$ cat src/rtl/div_pkg.sv
// Shared types and sizing constants for the iterative restoring divider.
package div_pkg;

    typedef enum logic [1:0] {
        IDLE,
        BUSY,
        DONE
    } div_state_e;

    localparam int unsigned DIV_WIDTH  = 32;
    localparam int unsigned DIV_CYCLES = DIV_WIDTH;
    localparam int unsigned DIV_CNT_W  = $clog2(DIV_CYCLES);

endpackage

$ cat src/rtl/div_step.sv
// One combinational radix-2 restoring division iteration.
module div_step #(
    parameter int unsigned WIDTH = 32
) (
    input  logic [WIDTH-1:0] rem_cur,
    input  logic [WIDTH-1:0] quo_cur,
    input  logic [WIDTH-1:0] divisor,
    output logic [WIDTH-1:0] rem_next,
    output logic [WIDTH-1:0] quo_next
);

    // The partial remainder is always below the divisor between steps, so only the
    // shifted value and the trial difference need the extra bit.
    logic [WIDTH:0] shifted;
    logic [WIDTH:0] diff;
    logic           fits;

    always_comb begin
        shifted  = {rem_cur, quo_cur[WIDTH-1]};
        diff     = shifted - {1'b0, divisor};
        fits     = ~diff[WIDTH];
        rem_next = fits ? diff[WIDTH-1:0] : shifted[WIDTH-1:0];
        quo_next = {quo_cur[WIDTH-2:0], fits};
    end

endmodule

$ cat src/rtl/iter_divider.sv
// Multi-cycle signed/unsigned integer divider for the execute stage (quotient -> LO,
// remainder -> HI), one restoring iteration per cycle with abort on flush.
module iter_divider
    import div_pkg::*;
#(
    parameter int unsigned WIDTH = DIV_CYCLES
) (
    input  logic             clk,
    input  logic             rst,
    input  logic             div_begin,
    input  logic             div_sign,
    input  logic [WIDTH-1:0] div_op1,
    input  logic [WIDTH-1:0] div_op2,
    output logic [WIDTH-1:0] div_result,
    output logic [WIDTH-1:0] div_remainder,
    output logic             div_end
);

    localparam int unsigned CNT_W = (WIDTH > 1) ? $clog2(WIDTH) : 1;
    localparam logic [CNT_W-1:0] CNT_LAST = CNT_W'(WIDTH - 1);

    function automatic logic [WIDTH-1:0] magnitude(input logic [WIDTH-1:0] x, input logic sgn);
        return (sgn && x[WIDTH-1]) ? -x : x;
    endfunction

    div_state_e       state_q, state_d;
    logic [CNT_W-1:0] cnt_q, cnt_d;
    logic [WIDTH-1:0] rem_q, rem_d;
    logic [WIDTH-1:0] quo_q, quo_d;
    logic [WIDTH-1:0] dvs_q, dvs_d;
    logic             q_neg_q, q_neg_d;
    logic             r_neg_q, r_neg_d;
    logic             zero_q, zero_d;
    logic [WIDTH-1:0] result_d, remainder_d;
    logic             end_d;
    logic [WIDTH-1:0] step_rem, step_quo;

    div_step #(
        .WIDTH(WIDTH)
    ) u_step (
        .rem_cur (rem_q),
        .quo_cur (quo_q),
        .divisor (dvs_q),
        .rem_next(step_rem),
        .quo_next(step_quo)
    );

    always_comb begin
        state_d     = state_q;
        cnt_d       = cnt_q;
        rem_d       = rem_q;
        quo_d       = quo_q;
        dvs_d       = dvs_q;
        q_neg_d     = q_neg_q;
        r_neg_d     = r_neg_q;
        zero_d      = zero_q;
        result_d    = div_result;
        remainder_d = div_remainder;
        end_d       = 1'b0;

        unique case (state_q)
            IDLE: begin
                if (div_begin) begin
                    state_d = BUSY;
                    cnt_d   = '0;
                    rem_d   = '0;
                    quo_d   = magnitude(div_op1, div_sign);
                    dvs_d   = magnitude(div_op2, div_sign);
                    q_neg_d = div_sign & (div_op1[WIDTH-1] ^ div_op2[WIDTH-1]);
                    r_neg_d = div_sign & div_op1[WIDTH-1];
                    zero_d  = (div_op2 == '0);
                end
            end
            BUSY: begin
                if (!div_begin) begin
                    // Flushed: drop the operation, leave the visible results alone.
                    state_d = IDLE;
                    cnt_d   = '0;
                end else begin
                    rem_d = step_rem;
                    quo_d = step_quo;
                    cnt_d = cnt_q + 1'b1;
                    if (cnt_q == CNT_LAST) begin
                        state_d     = DONE;
                        cnt_d       = '0;
                        end_d       = 1'b1;
                        result_d    = zero_q  ? '1 : (q_neg_q ? -step_quo : step_quo);
                        // With a zero divisor R ends as |op1|, so this restores op1.
                        remainder_d = r_neg_q ? -step_rem : step_rem;
                    end
                end
            end
            DONE: begin
                state_d = IDLE;
            end
            default: begin
                state_d = IDLE;
            end
        endcase
    end

    always_ff @(posedge clk or posedge rst) begin
        if (rst) begin
            state_q       <= IDLE;
            cnt_q         <= '0;
            rem_q         <= '0;
            quo_q         <= '0;
            dvs_q         <= '0;
            q_neg_q       <= 1'b0;
            r_neg_q       <= 1'b0;
            zero_q        <= 1'b0;
            div_result    <= '0;
            div_remainder <= '0;
            div_end       <= 1'b0;
        end else begin
            state_q       <= state_d;
            cnt_q         <= cnt_d;
            rem_q         <= rem_d;
            quo_q         <= quo_d;
            dvs_q         <= dvs_d;
            q_neg_q       <= q_neg_d;
            r_neg_q       <= r_neg_d;
            zero_q        <= zero_d;
            div_result    <= result_d;
            div_remainder <= remainder_d;
            div_end       <= end_d;
        end
    end

endmodule
$ cat config.mk
export PLATFORM = sky130hd
export DESIGN_NAME = iter_divider
export DESIGN_NICKNAME = d
export VERILOG_FILES = /design/src/rtl/div_pkg.sv /design/src/rtl/div_step.sv /design/src/rtl/iter_divider.sv
export SDC_FILE = /design/constraint.sdc
export NUM_CORES = 1
export LEC_CHECK = 0
export CAP_MARGIN = 30
export CORE_MARGIN = 3
export CORE_UTILIZATION = 27
export CTS_CLUSTER_SIZE = 28
export DETAILED_ROUTE_END_ITERATION = 16
export PLACE_DENSITY_LB_ADDON = 0.1
export SLEW_MARGIN = 10
export SYNTH_ARGS = -nofsm -noshare
export SYNTH_HDL_FRONTEND = slang
export SYNTH_SLANG_ARGS = --single-unit
$ cat constraint.sdc
create_clock -name clk -period 16.5 [get_ports clk]
set_input_delay 3.3 -clock clk [delete_from_list [all_inputs] [get_ports clk]]
set_output_delay 3.3 -clock clk [all_outputs]
set_load 0.02 [all_outputs]
-- Yosys cells after proc, flatten, opt, wreduce, memory -nomap -nowiden
Cells that the tools add are included.
- flip-flop bits (word level): 171
- output and inout bits: 65
- bits of input ports: 68
- logic and storage cells: 59
- add/sub/neg operators: 6
- muxes and demuxes: 23
- reduce and logical (&&, ||, !) cells: 10
- bitwise logic cells: 4
- eq/ne operators: 5
- operators with widths (kind ; number):
    32-bit two-way mux ; 10
    32-bit negation ; 4
    32-bit one-hot mux with 2 select lines ; 2
    33-bit by 32-bit subtractor with 33-bit output ; 1
    32-bit zero test ; 1
    5-bit two-way mux ; 3
    5-bit one-hot mux with 2 select lines ; 1
    2-bit two-way mux ; 3
    2-bit AND reduction ; 3
    3-bit AND reduction ; 2
    5-bit by 1-bit adder with 5-bit output (second input constant) ; 1
    5-bit == test (second input constant) ; 1
    2-bit inequality test (second input constant) ; 2
    2-bit one-hot mux with 2 select lines ; 1
    1-bit two-way mux ; 3
    3-bit inequality test (second input constant) ; 1
    1-bit bitwise AND ; 2
    2-bit by 1-bit == test with 1-bit output (second input constant) ; 1
    1-bit logical AND ; 2
    2-bit zero test ; 1
    2-bit nonzero test ; 1
    1-bit inverter ; 1
    1-bit bitwise XOR ; 1

-- Logic depth before layout (Yosys ltp)
Gate-level depths: netlist (run 1).
- depth after elaboration: 5
- depth in mapped cells: 25
- depth with buffers taken out: 21

-- Modules after synthesis
Synthesis (run 1) repeated with hierarchy kept, for this count alone.
- cells, all modules: 1369
- area total of the unflattened synthesis: 11785.1 um^2
- by module, submodules not included (module ; cells an instance ; area an instance (um^2) ; sequential area each (um^2) ; times used):
    iter_divider ; 1026 ; 9288.9 ; 4279.1 ; 1
    div_step ; 343 ; 2496.1 ; 0.0 ; 1

-- Worst setup path before layout (run 1)
OpenSTA, ideal clock, no wires.
- path kind: input-to-reg
- start point: input port div_op1[10]
- end point: register quo_q[30]
- data arrival time: 5554 ps
- slack: 10811 ps
- data required time: 16365 ps
- path buffers: 0
- cell stages on the path: 12
- setup time: 135 ps
- cells stage by stage: or4_1 -> nor4_1 -> nand2b_1 -> nor3_1 -> nand2_1 -> o21ai_0 -> o21ai_0 -> a21oi_1 -> xor2_1 -> nor2_1 -> a21oi_1 -> o21ai_0
- longest elaborated chain between the ends: 4
- ends and longest elaborated chain (element ; line ; source):
    start, declared ; iter_divider.sv:12 ; input logic [WIDTH-1:0] div_op1,
    32-bit negation ; iter_divider.sv:23 ; return (sgn && x[WIDTH-1]) ? -x : x;
    32-bit two-way mux ; iter_divider.sv:23 ;
    32-bit two-way mux ; iter_divider.sv:63 ; if (div_begin) begin
    32-bit one-hot mux with 2 select lines ; iter_divider.sv:61 ; unique case (state_q)
    end signal, assigned ; iter_divider.sv:119 ; quo_q <= quo_d;
    end, declared ; iter_divider.sv:29 ; logic [WIDTH-1:0] quo_q, quo_d;
No other way between the ends. The select of a mux whose other input is x is not followed.
A chain may end at the register's enable or synchronous reset.

-- Worst setup path in the final report (run 1)
- start point: register rem_q[16]
- end point: register div_result[26]
- longest elaborated chain between the ends: 5
- ends and longest elaborated chain (element ; line ; source):
    start, declared ; iter_divider.sv:28 ; logic [WIDTH-1:0] rem_q, rem_d;
    start signal, assigned ; iter_divider.sv:118 ; rem_q <= rem_d;
    33-bit by 32-bit subtractor with 33-bit output ; div_step.sv:20 ; diff = shifted - {1'b0, divisor};
    1-bit inverter ; div_step.sv:21 ; fits = ~diff[WIDTH];
    32-bit negation ; iter_divider.sv:87 ; result_d = zero_q ? '1 : (q_neg_q ? -step_quo : step_quo);
    32-bit two-way mux (2 in a row) ; iter_divider.sv:87 ;
    end signal, assigned ; iter_divider.sv:124 ; div_result <= result_d;
    end, declared ; iter_divider.sv:14 ; output logic [WIDTH-1:0] div_result,
No other way between the ends.

==> flow_summary_export.csv, run 1 <==
group,metric,value,unit
run_status,result_of_the_run,"complete, no violations",
global_routing,grt_antenna_before_repair,0,
timing,totalNegativeSetupSlack,0,ns
synth,synth.distinct_cells,91,
synth,synthMostInstantiatedCell,"nand2_1",
timing,fmaxAchievable,161,MHz
synth,synthesized_flop_and_latch_total,171,
power_and_ir_drop,power-per-cell-area,180,mW/mm²
floorplan,die_h,217,µm
layout,inserted_diodes,0,
layout,areaGrowthSynthToFinish,21.4,%
timing,timing_worst_slew_pin_value,0.857,ns
cts,tritoncts.num_buffers,17,
routing,pre_antenna_drt_iters,5,
synth,netlist.top_cell.by_area,"dfrtp_1",
placed_design,globalplace.congestion,0.888,
cts,max-clock-path-buffers,2,
power_and_ir_drop,irDropWorstVdd,0.0663,mV
timing,slew_viol_final,0,
placed_design,io_buffers,132,
setup_path,worst-r2r-cell-count,19,
timing,fin_crit,6.21,ns
worst_hold_path,worst_hold_startpoint,"div_result[2]$_DFFE_PP0P_",
worst_hold_path,hold_path_end,"div_result[2]$_DFFE_PP0P_",
cts,post_cts_buffers,0,
floorplan,fp-row-count,76,
synth,synth_flop_cell,"dfrtp_1",
setup_path,r2r_slack,10.29,ns
layout,num-nets-final,1682,
cts,clk_transition_reported_paths,0.08,ns
setup_path,worst_setup_path_end_kind,"flop",
power_and_ir_drop,pwr-share-clk,0.163,
layout,finish.instance_area,0.0145,mm²
routing,vias,10838,
cts,post_cts.resized_instances,0,
routing,via_per_inst,4.99,
power_and_ir_drop,power_report.internal_total,1.30,mW
routing,initialDrtViolationCount,778,
power_and_ir_drop,power.net_switching,1.32,mW
setup_path,critical_path_peak_fanout,41,
timing,post-route-period-util,0.377,
setup_path,worstPathArrival,6.55,ns
placed_design,detailed_place.area,0.0138,mm²
floorplan,die_width,217,µm
timing,timing_hold_violations_final,0,
timing,finish_stage_setup_viols,0,
synth,synth_async_sr_flop_share,1.00,
synth,synth_enable_flop_cells,0,
floorplan,fp.coreArea,0.0435,mm²
floorplan,top_level_ports,133,
cts,hold_fix_buffer_count_after_cts,0,
synth,synth_commonest_cells,"nand2_1 (230), o21ai_0 (182), dfrtp_1 (171)",
routing,routedWlPerCell,18.7,µm
placed_design,detailedPlacementHpwl,31200,µm
job,cap_viol_max_count,0,
setup_path,criticalPathCategory,"flop to flop",
synth,netlist_instances,1478,
worst_hold_path,hp-class,"flop to flop",
cts,clock_insertion_delay_worst_skew,0.47,ns
synth,mappedNetlistArea,0.0120,mm²
routing,final_antenna_net_count,0,
timing,timing.clock.skew,0.0184,ns
synth,post_synth.cell_area_avg,8.10,µm²
setup_path,cp.required,16.84,ns
routing,remaining_drc_errors,0,
cts,tritoncts,"yes",
global_routing,grt_first_pass_wirelength,63100,µm
worst_hold_path,hold-path-cell-count,2,
timing,relSlewSlack,0.412,
synth,sequential_area_share_after_synthesis,0.357,
synth,yosysWarnings,0,
power_and_ir_drop,p_seq_frac,0.219,
synth,synth.area.top_cells,"dfrtp_1 (36%), o21ai_0 (7.6%), nand2_1 (7.2%)",
setup_path,regToRegStartpoint,"rem_q[16]$_DFFE_PP0P_",
cts,maximum_level_of_the_cts_h_tree,4,
setup_path,start_kind,"flop",
global_routing,grt_pass1_vias,10364,
cts,clock_tree.root_cell,"clkbuf_16",
layout,drive_above_1_share,0.0649,
global_routing,global_route.overflow_total,0,
floorplan,initial_core_util,0.276,
global_routing,grt_max_degree,98,
power_and_ir_drop,p_leak,5.97,nW
power_and_ir_drop,switching_share,0.505,
power_and_ir_drop,share_comb_of_total_power,0.618,
synth,postSynthNetCount,1585,
routing,drt_wl_total,40700,µm
setup_path,timing.rr.end,"div_result[26]$_DFFE_PP0P_",
synth,synthDominantCellAreaShare,0.357,
cts,clock_sinks,171,
floorplan,floorplan.die_area,0.0469,mm²
global_routing,track_usage,0.173,
layout,finish.utilization,0.335,
timing,grt_setup_unrepaired,"no",
## cell type report
type                       count  area, µm²
sequential                   171       4280
tap                          585        732
timing repair buffer         148       1510
clock inverter                15        201
multi-input combinational   1181       7170
fill                        4598      28900
inverter                      56        215
clock buffer                  17        425
## logic make-up after synthesis
family | Yosys count | share of synthesized area
and+or+nand+nor | 523 | 0.201
AOI/OAI and AO/OA | 457 | 0.236
DFF | 171 | 0.357
xor gates and xnor gates | 141 | 0.103
buffers and inverters | 126 | 0.0442
adders and majority gates | 39 | 0.0414
muxes | 21 | 0.0178
## flip-flops by register name (all words and copies together) (netlist names)
name and count:
div_end 1, quo_q 32, q_neg_q 1, zero_q 1, cnt_q 5, rem_q 32, state_q 2, r_neg_q 1
div_result 32, div_remainder 32, dvs_q 32
## placed cells by master (no fill, tap or decap), drive strengths merged, types with 20 or more instances in the layout
cell type,n
nand2,233
o21ai,210
ha,38
nor3,33
a21oi,125
or3,20
xor2,77
inv,61
clkdlybuf4s50,132
o31ai,24
nor2,124
xnor2,64
dfrtp,171
## power groups by stage
stage / registers, mW / logic (mW) / clock network [mW]
2_1_floorplan: 0.535 / 1.18 / 0
3_3_place_gp: 0.580 / 1.59 / 0
3_5_place_dp: 0.580 / 1.59 / 0
4_1_cts: 0.572 / 1.60 / 0.444
5_1_grt: 0.581 / 1.77 / 0.458
6_report: 0.573 / 1.62 / 0.426
## worst max-delay path by stage
| stage | to | startpoint |
|---|---|---|
| final | div_result[26]$_DFFE_PP0P_ | rem_q[16]$_DFFE_PP0P_ |
| after global routing | div_result[28]$_DFFE_PP0P_ | rem_q[16]$_DFFE_PP0P_ |
| after CTS | div_result[26]$_DFFE_PP0P_ | rem_q[16]$_DFFE_PP0P_ |
| after detailed placement | quo_q[30]$_DFFE_PP0P_ | div_op1[10] |
| after global placement | quo_q[29]$_DFFE_PP0P_ | div_op1[10] |
| after floorplan | cnt_q[0]$_DFFE_PP0P_ | rst |
## per-stage QoR
stage               total power [mW]  hold WS [ns]  cells  setup WS (ns)
floorplan                       1.72         0.450   1478           8.57
global placement                2.17         0.454   2136           9.97
detailed placement              2.17         0.461   2136           9.91
CTS                             2.62         0.479   2168          10.41
global route                    2.81         0.502   2173          10.00
finish                          2.62         0.474   2173          10.29
## critical path, cell delays in order (launching register included)
cell and delay (ns):
dfrtp_1 0.50, ha_1 0.50, a21oi_1 0.33, o21ai_0 0.12
a21oi_1 0.33, nand3b_1 0.14, a21oi_2 0.20, or3_1 0.13
buf_4 0.27, nand2_4 0.40, inv_2 0.74, ha_1 0.29
nand2b_1 0.09, or3_1 0.42, nand2b_4 0.19, or2_1 0.30
or4_4 0.54, o41ai_2 0.24, xor2_1 0.27, a21oi_1 0.10
## layer usage
metal / GRT usage / up-vias / routed length (µm)
li1: - / 5436 / -
met1: 0.273 / 5161 / 21800
met2: 0.246 / 218 / 16800
met3: 0.0215 / 23 / 1510
met4: 0.0414 / 0 / 488
met5: 0 / - / 0
Power figures use the tool's default switching activity.
==> run 2: changes to the inputs <==
clock period = 5.4 ns   (was 16.5 ns; I/O delays follow)
==> run 2 against run 1 <==
Net effect: global-route usage up 0.097 points; power grew to 3.1 times the previous value; routed wire length decreased by 0.30%; sequential share of layout area about the same; via count fell by 0.70%; combinational power rose to 3.1 times the previous value; cell area about the same; hold slack worse by 0.0098 ns; clock power increased to 2.9 times the previous value; final cell count up 0.18%; sequential cell count unchanged.
==> flow_summary_export.csv, run 2 (same netlist as run 1, synthesis figures left out) <==
group,metric,value,unit
global_routing,track_usage,0.174,
setup_path,critical_path_peak_fanout,11,
routing,drt_wl_total,40500,µm
setup_path,cpMostUsedCell,"a21oi_1",
floorplan,die_h,217,µm
setup_path,top_family_by_delay_on_critical_path,"simple AND/OR/NAND/NOR gates",
setup_path,cp.buffers_inverters,1,
setup_path,slowest_stage,"or4_4",
cts,max-clock-path-buffers,2,
setup_path,r2r_slack,0.81,ns
layout,area_occupied_by_registers,0.00428,mm²
global_routing,global_route.overflow_total,0,
floorplan,initial_core_util,0.276,
layout,num-nets-final,1688,
timing,grt_setup_unrepaired,"no",
cts,hold_fix_buffer_count_after_cts,0,
setup_path,worst-r2r-cell-count,18,
layout,finish.utilization,0.335,
cts,clock_insertion_delay_worst_skew,0.45,ns
setup_path,worstPathArrival,4.92,ns
timing,fmaxAchievable,218,MHz
routing,vias,10762,
global_routing,grt_pass1_vias,10414,
cts,post_cts.resized_instances,0,
cts,clk_transition_reported_paths,0.07,ns
routing,routedWlPerCell,18.6,µm
worst_hold_path,hold_path_end,"div_result[31]$_DFFE_PP0P_",
layout,multi_input_area,0.00717,mm²
timing,relSlewSlack,0.492,
layout,commonest_non_fill_non_tap_cells_in_the_layout,"nand2_1 (228), o21ai_0 (182), dfrtp_1 (171), clkdlybuf4s50_1 (132), nor2_1 (124)",
power_and_ir_drop,power-per-cell-area,550,mW/mm²
timing,slew_viol_final,0,
placed_design,globalplace.congestion,0.893,
layout,layout.cells.most_common,"nand2_1",
timing,finish_stage_setup_viols,0,
timing,timing_hold_violations_final,0,
cts,clock_sinks,171,
timing,post-route-period-util,0.851,
floorplan,die_width,217,µm
timing,timing.clock.skew,0.0106,ns
cts,tritoncts.num_buffers,17,
setup_path,cp.required,5.72,ns
global_routing,grt_antenna_before_repair,0,
timing,fin_crit,4.59,ns
worst_hold_path,worst_hold_startpoint,"div_result[31]$_DFFE_PP0P_",
run_status,result_of_the_run,"complete, no violations",
layout,areaGrowthSynthToFinish,21.4,%
placed_design,detailed_place.area,0.0139,mm²
setup_path,timing.rr.end,"div_result[26]$_DFFE_PP0P_",
timing,timing_worst_slew_pin_value,0.741,ns
timing,totalNegativeSetupSlack,0,ns
floorplan,fp-row-count,76,
placed_design,detailedPlacementHpwl,31600,µm
worst_hold_path,hp-class,"flop to flop",
placed_design,placedCellCount,2144,
job,cap_viol_max_count,0,
layout,fillerInstances,4624,
setup_path,criticalPathCategory,"flop to flop",
floorplan,top_level_ports,133,
cts,clock_tree.root_cell,"clkbuf_16",
cts,post_cts_buffers,0,
floorplan,floorplan.die_area,0.0469,mm²
routing,remaining_drc_errors,0,
layout,post_layout_nonfiller_instances,2177,
floorplan,fp.coreArea,0.0435,mm²
cts,maximum_level_of_the_cts_h_tree,4,
routing,initialDrtViolationCount,715,
layout,drive_above_1_share,0.0660,
setup_path,regToRegStartpoint,"rem_q[16]$_DFFE_PP0P_",
setup_path,cp_slowest_stage_delay,0.53,ns
timing,finalHoldWorstSlack,0.464,ns
cts,tritoncts,"yes",
setup_path,start_kind,"flop",
worst_hold_path,hold-path-cell-count,2,
global_routing,grt_max_degree,123,
routing,final_antenna_net_count,0,
power_and_ir_drop,p_leak,5.97,nW
layout,inserted_diodes,0,
routing,via_per_inst,4.94,
routing,pre_antenna_drt_iters,5,
power_and_ir_drop,irDropWorstVdd,0.261,mV
setup_path,worst_setup_path_end_kind,"flop",
layout,finish.instance_area,0.0145,mm²
global_routing,grt_first_pass_wirelength,63300,µm
setup_path,timing.critical_path.cells,"ha_1 > a21oi_1 > o21ai_0 > a21oi_1 > nand3b_1 > a21oi_2 > or3_1 > nand2_4 > inv_2 > ha_1 > nand2b_1 > or3_1 > nand2b_4 > or2_1 > or4_4 > o41ai_2 > xor2_1 > a21oi_1",
placed_design,io_buffers,132,
run 2: power breakdown:
| group | leakage (nW) | switching (mW) | internal (mW) | total [mW] |
|---|---|---|---|---|
| registers | 2.28 | 0.277 | 1.46 | 1.73 |
| clock network | 0.280 | 0.544 | 0.704 | 1.25 |
| logic | 3.41 | 3.15 | 1.87 | 5.02 |
| total | 5.97 | 3.97 | 4.03 | 8.00 |
run 2: worst max path at each step:
stage,endpoint,depth (start not counted),from,slack [ns]
5_1_grt,div_remainder[20]$_DFFE_PP0P_,18,rem_q[16]$_DFFE_PP0P_,0.32
6_report,div_result[26]$_DFFE_PP0P_,18,rem_q[16]$_DFFE_PP0P_,0.81
2_1_floorplan,div_result[28]$_DFFE_PP0P_,22,quo_q[31]$_DFFE_PP0P_,0.55
3_5_place_dp,div_result[28]$_DFFE_PP0P_,18,rem_q[16]$_DFFE_PP0P_,0.82
4_1_cts,div_result[26]$_DFFE_PP0P_,18,rem_q[16]$_DFFE_PP0P_,0.79
3_3_place_gp,div_result[28]$_DFFE_PP0P_,18,rem_q[16]$_DFFE_PP0P_,0.85
run 2: metal layers:
metal  up-vias  track usage  share of wire
met5         -            0              0
met4         0       0.0457          0.014
met3        31       0.0236          0.039
met2       220        0.246           0.41
met1      5082        0.272           0.54
li1       5429            -              -
run 2: area by class of cell:
class                           count  share of cell area
Clock inverter                      9             0.00800
Clock buffer                       21              0.0317
Timing Repair Buffer              154               0.108
Inverter                           56              0.0147
Multi-Input combinational cell   1181               0.493
Sequential cell                   171               0.294
Tap cell                          585              0.0503
run 2: metrics by stage:
step,power (mW),setup slack [ns]
CTS,8.01,0.792
global placement,6.76,0.849
finish,8.00,0.807
detailed placement,6.72,0.820
floorplan,5.26,0.549
global route,8.62,0.323
run 2: worst reg2reg max path, stage by stage (launching register included):
cell and delay, ns:
dfrtp_1 0.47, ha_1 0.48, a21oi_1 0.29, o21ai_0 0.12, a21oi_1 0.26, nand3b_1 0.13
a21oi_2 0.19, or3_1 0.20, nand2_4 0.10, inv_2 0.07, ha_1 0.15, nand2b_1 0.08
or3_1 0.40, nand2b_4 0.19, or2_1 0.30, or4_4 0.53, o41ai_2 0.24, xor2_1 0.20
a21oi_1 0.08
